[src/rtl/decode_pkg.sv]
// decode_pkg: shared types and constants for the decode stage.
//   imm_src_t      - immediate format selector
//   REGSRC_RA1_PC  - bit of regsrc that forces RA1 to the PC register
//   REGSRC_RA2_RD  - bit of regsrc that takes RA2 from inst[15:12]
//   PC_INC_DEF     - default offset added to PC+4 for PC-register reads
package decode_pkg;

    typedef enum logic [1:0] {
        IMM_8   = 2'b00,
        IMM_12  = 2'b01,
        IMM_BR  = 2'b10,
        IMM_RSV = 2'b11
    } imm_src_t;

    localparam int REGSRC_RA1_PC = 0;
    localparam int REGSRC_RA2_RD = 1;
    localparam int PC_INC_DEF    = 4;

endpackage

[src/rtl/decode_regfile.sv]
// decode_regfile: NREGS x DW register file, two async read ports, one write
// port. Reads see a same-cycle write (write-through bypass); the PC_REG index
// always reads pc_val_i and is never written.
//   clk, reset      - clock, async active-low clear of all entries
//   ra1_i, ra2_i    - read addresses
//   pc_val_i        - value returned for PC_REG reads
//   we_i, wa_i, wd_i- write enable / address / data
//   rd1_o, rd2_o    - read data
module decode_regfile #(
    parameter int DW     = 32,
    parameter int NREGS  = 16,
    parameter int PC_REG = NREGS - 1,
    parameter int AW     = $clog2(NREGS)
) (
    input  logic          clk,
    input  logic          reset,
    input  logic [AW-1:0] ra1_i,
    input  logic [AW-1:0] ra2_i,
    input  logic [DW-1:0] pc_val_i,
    input  logic          we_i,
    input  logic [AW-1:0] wa_i,
    input  logic [DW-1:0] wd_i,
    output logic [DW-1:0] rd1_o,
    output logic [DW-1:0] rd2_o
);
    import decode_pkg::*;

    localparam logic [AW-1:0] PC_ADDR = AW'(PC_REG);

    logic [NREGS-1:0][DW-1:0] mem_q;

    always_ff @(posedge clk or negedge reset) begin
        if (!reset) begin
            mem_q <= '0;
        end else if (we_i && (wa_i != PC_ADDR)) begin
            mem_q[wa_i] <= wd_i;
        end
    end

    // PC override beats the bypass, so a dropped PC write never leaks through.
    function automatic logic [DW-1:0] rd_sel(input logic [AW-1:0] ra);
        if (ra == PC_ADDR)              return pc_val_i;
        else if (we_i && (wa_i == ra))  return wd_i;
        else                            return mem_q[ra];
    endfunction

    always_comb begin
        rd1_o = rd_sel(ra1_i);
        rd2_o = rd_sel(ra2_i);
    end

endmodule

[src/rtl/decode_stage_pipe.sv]
// decode_stage_pipe: register read with write-through bypass, PC-relative read
// of PC_REG, immediate extension and SrcB selection, all captured in an ID/EX
// register with valid / stall / flush control (flush wins over stall).
//   clk, reset          - clock, async active-low reset
//   valid_d .. regwrite_d - decode-stage instruction and controls
//   stall_e, flush_e    - ID/EX hold / bubble
//   regwrite_w, wa3_w, result_w - writeback port (independent of stall/flush)
//   *_e outputs         - registered operands, addresses and controls
module decode_stage_pipe
    import decode_pkg::*;
#(
    parameter int DW     = 32,
    parameter int NREGS  = 16,
    parameter int AW     = $clog2(NREGS),
    parameter int PC_REG = NREGS - 1,
    parameter int PC_INC = PC_INC_DEF
) (
    input  logic          clk,
    input  logic          reset,
    input  logic          valid_d,
    input  logic [31:0]   inst_d,
    input  logic [DW-1:0] pcplus4_d,
    input  logic [1:0]    regsrc_d,
    input  logic [1:0]    immsrc_d,
    input  logic          alusrc_d,
    input  logic          regwrite_d,
    input  logic          stall_e,
    input  logic          flush_e,
    input  logic          regwrite_w,
    input  logic [AW-1:0] wa3_w,
    input  logic [DW-1:0] result_w,
    output logic          valid_e,
    output logic          regwrite_e,
    output logic [DW-1:0] rd1_e,
    output logic [DW-1:0] rd2_e,
    output logic [DW-1:0] extimm_e,
    output logic [DW-1:0] srcb_e,
    output logic [DW-1:0] pcplus8_e,
    output logic [AW-1:0] ra1_e,
    output logic [AW-1:0] ra2_e,
    output logic [AW-1:0] wa3_e
);

    localparam logic [AW-1:0] PC_ADDR = AW'(PC_REG);

    logic [AW-1:0] ra1_d, ra2_d, wa3_d;
    logic [DW-1:0] pcplus8_d, rd1_d, rd2_d, extimm_d, srcb_d;
    logic          unused_inst;

    assign unused_inst = ^inst_d[31:24];

    assign ra1_d     = regsrc_d[REGSRC_RA1_PC] ? PC_ADDR : AW'(inst_d[19:16]);
    assign ra2_d     = regsrc_d[REGSRC_RA2_RD] ? AW'(inst_d[15:12]) : AW'(inst_d[3:0]);
    assign wa3_d     = AW'(inst_d[15:12]);
    assign pcplus8_d = pcplus4_d + DW'(PC_INC);   // wraps silently

    decode_regfile #(.DW(DW), .NREGS(NREGS), .PC_REG(PC_REG), .AW(AW)) u_rf (
        .clk      (clk),
        .reset    (reset),
        .ra1_i    (ra1_d),
        .ra2_i    (ra2_d),
        .pc_val_i (pcplus8_d),
        .we_i     (regwrite_w),
        .wa_i     (wa3_w),
        .wd_i     (result_w),
        .rd1_o    (rd1_d),
        .rd2_o    (rd2_d)
    );

    always_comb begin
        extimm_d = '0;
        case (imm_src_t'(immsrc_d))
            IMM_8:   extimm_d = DW'(inst_d[7:0]);
            IMM_12:  extimm_d = DW'(inst_d[11:0]);
            IMM_BR:  extimm_d = DW'($signed({inst_d[23:0], 2'b00}));
            default: extimm_d = '0;
        endcase
    end

    assign srcb_d = alusrc_d ? extimm_d : rd2_d;

    // ID/EX register
    logic          valid_q, regwrite_q;
    logic [DW-1:0] rd1_q, rd2_q, extimm_q, srcb_q, pcplus8_q;
    logic [AW-1:0] ra1_q, ra2_q, wa3_q;

    always_ff @(posedge clk or negedge reset) begin
        if (!reset) begin
            valid_q    <= 1'b0;
            regwrite_q <= 1'b0;
            rd1_q      <= '0;
            rd2_q      <= '0;
            extimm_q   <= '0;
            srcb_q     <= '0;
            pcplus8_q  <= '0;
            ra1_q      <= '0;
            ra2_q      <= '0;
            wa3_q      <= '0;
        end else if (flush_e) begin
            // Bubble: only the control bits clear, data is left stale.
            valid_q    <= 1'b0;
            regwrite_q <= 1'b0;
        end else if (!stall_e) begin
            valid_q    <= valid_d;
            regwrite_q <= regwrite_d & valid_d;
            rd1_q      <= rd1_d;
            rd2_q      <= rd2_d;
            extimm_q   <= extimm_d;
            srcb_q     <= srcb_d;
            pcplus8_q  <= pcplus8_d;
            ra1_q      <= ra1_d;
            ra2_q      <= ra2_d;
            wa3_q      <= wa3_d;
        end
    end

    assign valid_e    = valid_q;
    assign regwrite_e = regwrite_q;
    assign rd1_e      = rd1_q;
    assign rd2_e      = rd2_q;
    assign extimm_e   = extimm_q;
    assign srcb_e     = srcb_q;
    assign pcplus8_e  = pcplus8_q;
    assign ra1_e      = ra1_q;
    assign ra2_e      = ra2_q;
    assign wa3_e      = wa3_q;

endmodule

[config.mk]
export PLATFORM = sky130hd
export DESIGN_NAME = decode_stage_pipe
export DESIGN_NICKNAME = d
export VERILOG_FILES = /design/src/rtl/decode_pkg.sv /design/src/rtl/decode_regfile.sv /design/src/rtl/decode_stage_pipe.sv
export SDC_FILE = /design/constraint.sdc
export NUM_CORES = 2
export LEC_CHECK = 0
export CAP_MARGIN = 20
export CORE_MARGIN = 4
export CORE_UTILIZATION = 40
export CTS_CLUSTER_SIZE = 28
export DETAILED_ROUTE_END_ITERATION = 7
export SYNTH_ARGS = -nofsm -noshare
export SYNTH_HDL_FRONTEND = slang
export SYNTH_SLANG_ARGS = --single-unit
[constraint.sdc]
create_clock -name clk -period 1.8 [get_ports clk]
set_input_delay 0.36 -clock clk [delete_from_list [all_inputs] [get_ports clk]]
set_output_delay 0.36 -clock clk [all_outputs]
set_load 0.05 [all_outputs]
# After elaboration in Yosys (flattened, before gate mapping)
# Cells that the tools add are included.
[classes]
n_bitwise = 3
addsub = 1
n_mux = 19
n_reduce_logical = 6
eq_ne = 8
magnitude_cmp = 4
[op_table]
columns = ["op", "count"]
rows = [
  ["$bwmux 512", 1],
  ["$bmux 32 s4", 2],
  ["$mux 32", 8],
  ["$demux 32 s4", 1],
  ["$pmux 32 s3", 1],
  ["$add 32x3->32 const B", 1],
  ["$lt 4x5->1 const B", 3],
  ["$eq 4x4->1", 2],
  ["$eq 4x4->1 const B", 2],
  ["$mux 4", 2],
  ["$ge 4x1->1 const B", 1],
  ["$logic_and 1x1->1", 4],
  ["$mux 1", 4],
  ["$ne 4x4->1 const B", 1],
  ["$eq 2x1->1 const B", 1],
  ["$eq 2x2->1 const B", 1],
  ["$logic_not 2->1", 1],
  ["$ne 2x1->1 const B", 1],
  ["$not 1->1", 2],
  ["$reduce_and 2->1", 1],
  ["$and 1x1->1", 1],
]
[word_totals]
input_bits = 112
output_inout_bits = 174
word_cells = 67
ff_bits = 686

# Longest topological paths before layout
[depth]
ltp_word = 6
depth_mapped = 12

# Cells and area by module
# From an unflattened synthesis, not the netlist that was laid out.
[unflattened]
hier_cells = 2684
area_unflattened_um2 = 35034.9
[modules_own_cells]
columns = ["mod", "area_each_um2", "cells_per_inst", "instances", "seq_area_each_um2"]
rows = [
  ["decode_regfile", 27563.9, 1851, 1, 12812.3],
  ["decode_stage_pipe", 7470.9, 833, 1, 4204.0],
]

# Least setup slack after synthesis
# Ideal clock, no wire load.
[synth_path]
kind = "input -> register"
from = "input port regsrc_d[1]"
to = "register srcb_q[11] (netlist: srcb_e[11])"
path_buffers = 2
setup_ps = 133
slack_ps = -693
arrival_ps = 2360
stages = 8
cell_sequence = "buf_6 > mux2i_4 > buf_8 > mux4_2 > o32a_1 > or4_1 > nand3_1 > o211ai_1"
[synth_between]
elab_chain_len = 6
[synth_lines]
columns = ["item", "line", "text"]
rows = [
  ["start, declared", "decode_stage_pipe.sv:23", "input logic [1:0] regsrc_d,"],
  ["$mux 4 *", "decode_stage_pipe.sv:53", "assign ra2_d = regsrc_d[REGSRC_RA2_RD] ? AW'(inst_d[15:12]) : AW'(inst_d[3:0]);"],
  ["$bmux 32 s4 or $eq 4x4->1 (tied branches)", "decode_regfile.sv:44, decode_regfile.sv:43", ""],
  ["$mux 32 (implied by the code) or $logic_and 1x1->1 (tied branches)", "decode_regfile.sv:44, decode_regfile.sv:43", ""],
  ["$mux 32", "decode_regfile.sv:43", "else if (we_i && (wa_i == ra)) return wd_i;"],
  ["$mux 32 *", "decode_regfile.sv:42", "if (ra == PC_ADDR) return pc_val_i;"],
  ["$mux 32 *", "decode_stage_pipe.sv:80", "assign srcb_d = alusrc_d ? extimm_d : rd2_d;"],
  ["end signal, assigned", "decode_stage_pipe.sv:109", "srcb_q <= srcb_d;"],
  ["end, declared", "decode_stage_pipe.sv:84", "logic [DW-1:0] rd1_q, rd2_q, extimm_q, srcb_q, pcplus8_q;"],
]
# Every way passes the cells marked *; elsewhere a longest branch is shown, timed or not. The select of a mux whose other input is x is not followed.
# A chain may end at the register's enable or synchronous reset.

# Worst setup path after layout
[layout_path]
from = "input port regsrc_d[1]"
to = "register rd2_q[16] (netlist: rd2_e[16])"
[layout_between]
elab_chain_len = 5
[layout_lines]
columns = ["item", "line", "text"]
rows = [
  ["$mux 4 *", "decode_stage_pipe.sv:53", ""],
  ["$bmux 32 s4 or $eq 4x4->1 (tied branches)", "decode_regfile.sv:44, decode_regfile.sv:43", ""],
  ["$mux 32 (implied by the code) or $logic_and 1x1->1 (tied branches)", "decode_regfile.sv:44, decode_regfile.sv:43", ""],
  ["$mux 32", "decode_regfile.sv:43", ""],
  ["$mux 32 *", "decode_regfile.sv:42", ""],
  ["end signal, assigned", "decode_stage_pipe.sv:107", "rd2_q <= rd2_d;"],
  ["end, declared", "decode_stage_pipe.sv:84", ""],
]
# Marks and branches as above.

==> impl_metrics.json <==
{
  "wl_met3_mm": 15.2,
  "clock_latency_ps": 630,
  "ant_nets": 0,
  "crit_fanout": 5,
  "top_layer_used": "met5",
  "tritoncts": "built",
  "end_kind": "flip-flop",
  "slew_headroom_pct": 61.6,
  "start_kind": "input port",
  "hold_class": "input port to flip-flop",
  "core_sq_um": 88400,
  "fin_skew_ps": 32.2,
  "antenna_found_initial": 3,
  "hpwlAfterDp_mm": 102,
  "wl_per_cell_um": 28.5,
  "tightest_slew_ps": 573,
  "drtIter0Drc": 3236,
  "grt_max_degree": 79,
  "fin_crit_ps": 2180,
  "htree_levels": 3,
  "synth_nets": 3337,
  "ff_latch_area_sq_um": 17000,
  "rows": 109,
  "wl_mm": 150,
  "drive_above_1_share_pct": 48.3,
  "boundaryPins": 286,
  "crit_arrival_ps": 2700,
  "report.final.slew_viol_count": 0,
  "clockBufferDepth": 3,
  "grt_pass1_wl_mm": 216,
  "grt_usage_pct": 30.7,
  "dpl_worst_slack_ps": -1580,
  "power_density_nw_per_um2": 1050,
  "finalHoldViolCount": 0,
  "placed_cells": 5005,
  "fill_cells": 7288,
  "detail_route.vias_per_cell": 6.06,
  "cts_root_buffer": "clkbuf_16",
  "yosys.cell_types.count": 75,
  "grt_pass1_vias": 31600,
  "wl_met1_mm": 60.9,
  "drt_pass1_iterations": 5,
  "power_frac_clock_pct": 29.6,
  "status": "complete, but fails checks",
  "die_x_um": 307,
  "ys_async_sr_fraction_pct": 100,
  "syn_to_final_growth_pct": 41.7,
  "internal_power_uw": 35300,
  "fmax_mhz": 458,
  "drv_cap": 0,
  "fin_tns_setup_ps": -14350,
  "layout.cells.non_filler": 5259,
  "rsz0062_at_grt": "yes",
  "fin_ws_ps": -383,
  "syn_area_per_cell_sq_um": 11.1,
  "fp.dieH_um": 307,
  "die_area_sq_um": 94000,
  "leakagePower_uw": 0.0225,
  "setup_viol_count_final": 65,
  "grt_overflow": 0,
  "synth_area_sq_um": 35700,
  "multi_input_area_sq_um": 19200,
  "synth_cells": 3224,
  "pwr-share-comb_pct": 30.7,
  "nets": 4153,
  "routed-wl-met2_mm": 66.6,
  "globalplace.congestion": 0.960,
  "path_clk_slew_ps": 70,
  "vias": 31900,
  "fin_crit_sh_pct": 121,
  "cts_sinks": 680,
  "port_buffers": 277,
  "ys_seq_elements": 680,
  "hold_slack_ps": 93.7,
  "ys_seq_area_share_pct": 47.7,
  "worstSetupPathType": "input port to flip-flop",
  "vdd_drop_max_mv": 0.937,
  "critical_path_required_ps": 2320,
  "pwr-share-seq_pct": 39.7,
  "start_util_pct": 40.4,
  "yosysWarningCount": 0,
  "synth_edf_count": 0,
  "yosys_most_used_dff": "dfrtp_1",
  "drcViolationCount": 0,
  "switching_share_pct": 33.3,
  "numCtsBuffers": 75,
  "p_switching_uw": 17600,
  "violations": "setup timing"
}
## layer usage
metal | vias to the layer above | track usage [%]
met3 | 398 | 8.55
met1 | 16200 | 40.6
met2 | 1690 | 47.0
li1 | 13600 | -
met5 | - | 0
met4 | 2 | 14.1
## what timing repair did
item,4_1_cts,5_1_grt
setup endpoints to repair,280,105
hold buffers,1,0
endpoints found under the hold margin,140,0
pin swaps,102,80
buffers inserted,75,46
cloned,12,9
gates resized for setup,319,226
## power groups by stage
stage / Sequential [uW] / Combinational [uW] / Clock [uW]
after global routing: 21300 / 17200 / 16400
final: 21000 / 16300 / 15600
after detailed placement: 21100 / 14600 / 0
after floorplan: 22400 / 6750 / 0
after CTS: 20800 / 15500 / 15800
after global placement: 21000 / 14400 / 0
## stage by stage
stage	total power, uW	area [sq um]	utilization, %
floorplan	29200	36000	-
global placement	35300	44700	50.6
detailed placement	35600	44700	50.6
CTS	52200	49300	55.7
global route	54900	50600	57.2
finish	52900	50600	57.2
## layout by cell type (no fill, tap or decap), types with 65 or more instances in the layout
| master | count |
|---|---|
| a21oi_1 | 137 |
| buf_12 | 121 |
| buf_4 | 748 |
| clkbuf_16 | 85 |
| dfrtp_1 | 679 |
| mux2_2 | 538 |
| mux2i_1 | 186 |
| nand2_1 | 355 |
| o21ai_0 | 117 |
| o22ai_1 | 65 |
## cells in the mapped netlist (all sizes together), types with 11 or more instances
cell    number  share of area, %
dfrtp      680                48
mux2       544                17
nand2      363               3.8
clkbuf     226               2.4
mux2i      197               5.6
o21ai      179               2.5
a21oi      170               2.4
buf         99               1.5
o22ai       97               1.7
nor2        69              0.73
nand3       55              0.77
a211oi      48               1.0
a22oi       44              0.93
o221ai      44               1.1
mux4        41               2.7
a221oi      37              0.91
a22o        36              0.88
nor2b       32              0.56
nor3        25              0.35
o211ai      22              0.46
xnor2       22              0.54
nor4        19              0.38
nand4       14              0.25
xor2        11              0.27
## layout make-up
type,instances,share of cell area [%]
sequential,680,33.6
clock buffer,114,4.40
timing repair buffer,1064,20.7
multi-input combinational,2212,37.9
antenna,1,0.00495
tap,1165,2.88
inverter,7,0.0544
clock inverter,16,0.443
## registers in the layout, summed over array words and instances (netlist names)
signal	cells
valid_e	1
ra2_e	4
regwrite_e	1
extimm_e	26
pcplus8_e	32
rd2_e	32
wa3_e	4
ra1_e	4
srcb_e	32
u_rf.mem_q	512
rd1_e	32
## critical path, cell delays in order
cell and delay, ps:
buf_12 100, mux2i_4 280, buf_6 140, buf_6 90, buf_12 120, mux4_2 500, a221o_1 390, nor4_2 290
buf_4 200, a211o_1 140, o21ai_1 70
## final timing paths
check                           startpoint         endpoint  slack [ps]  cells past startpoint
max                            regsrc_d[1]        rd2_e[16]        -380                     11
min                             inst_d[13]     extimm_e[15]          90                      2
max reg2reg                u_rf.mem_q[208]        rd2_e[16]        -270                      6
min reg2reg                u_rf.mem_q[499]  u_rf.mem_q[499]         380                      0
max in group asynchronous            reset    pcplus8_e[29]         870                      4
min in group asynchronous            reset  u_rf.mem_q[134]         180                      2
## logic make-up (layout without fill, tap and decap cells)
logic type | after synthesis | count (layout) | share of synthesized area, %
flip-flops | 680 | 680 | 47.7
other | 0 | 1 | 0
adder cells (fa/ha/maj) | 1 | 1 | 0.0351
AO/OA/AOI/OAI | 759 | 759 | 14.0
multiplexers | 782 | 782 | 25.4
XOR/XNOR | 33 | 33 | 0.810
buffers and inverters | 332 | 1201 | 3.99
AND/OR/NAND/NOR | 637 | 637 | 8.08
No activity file was read; power rests on OpenSTA's default activity.
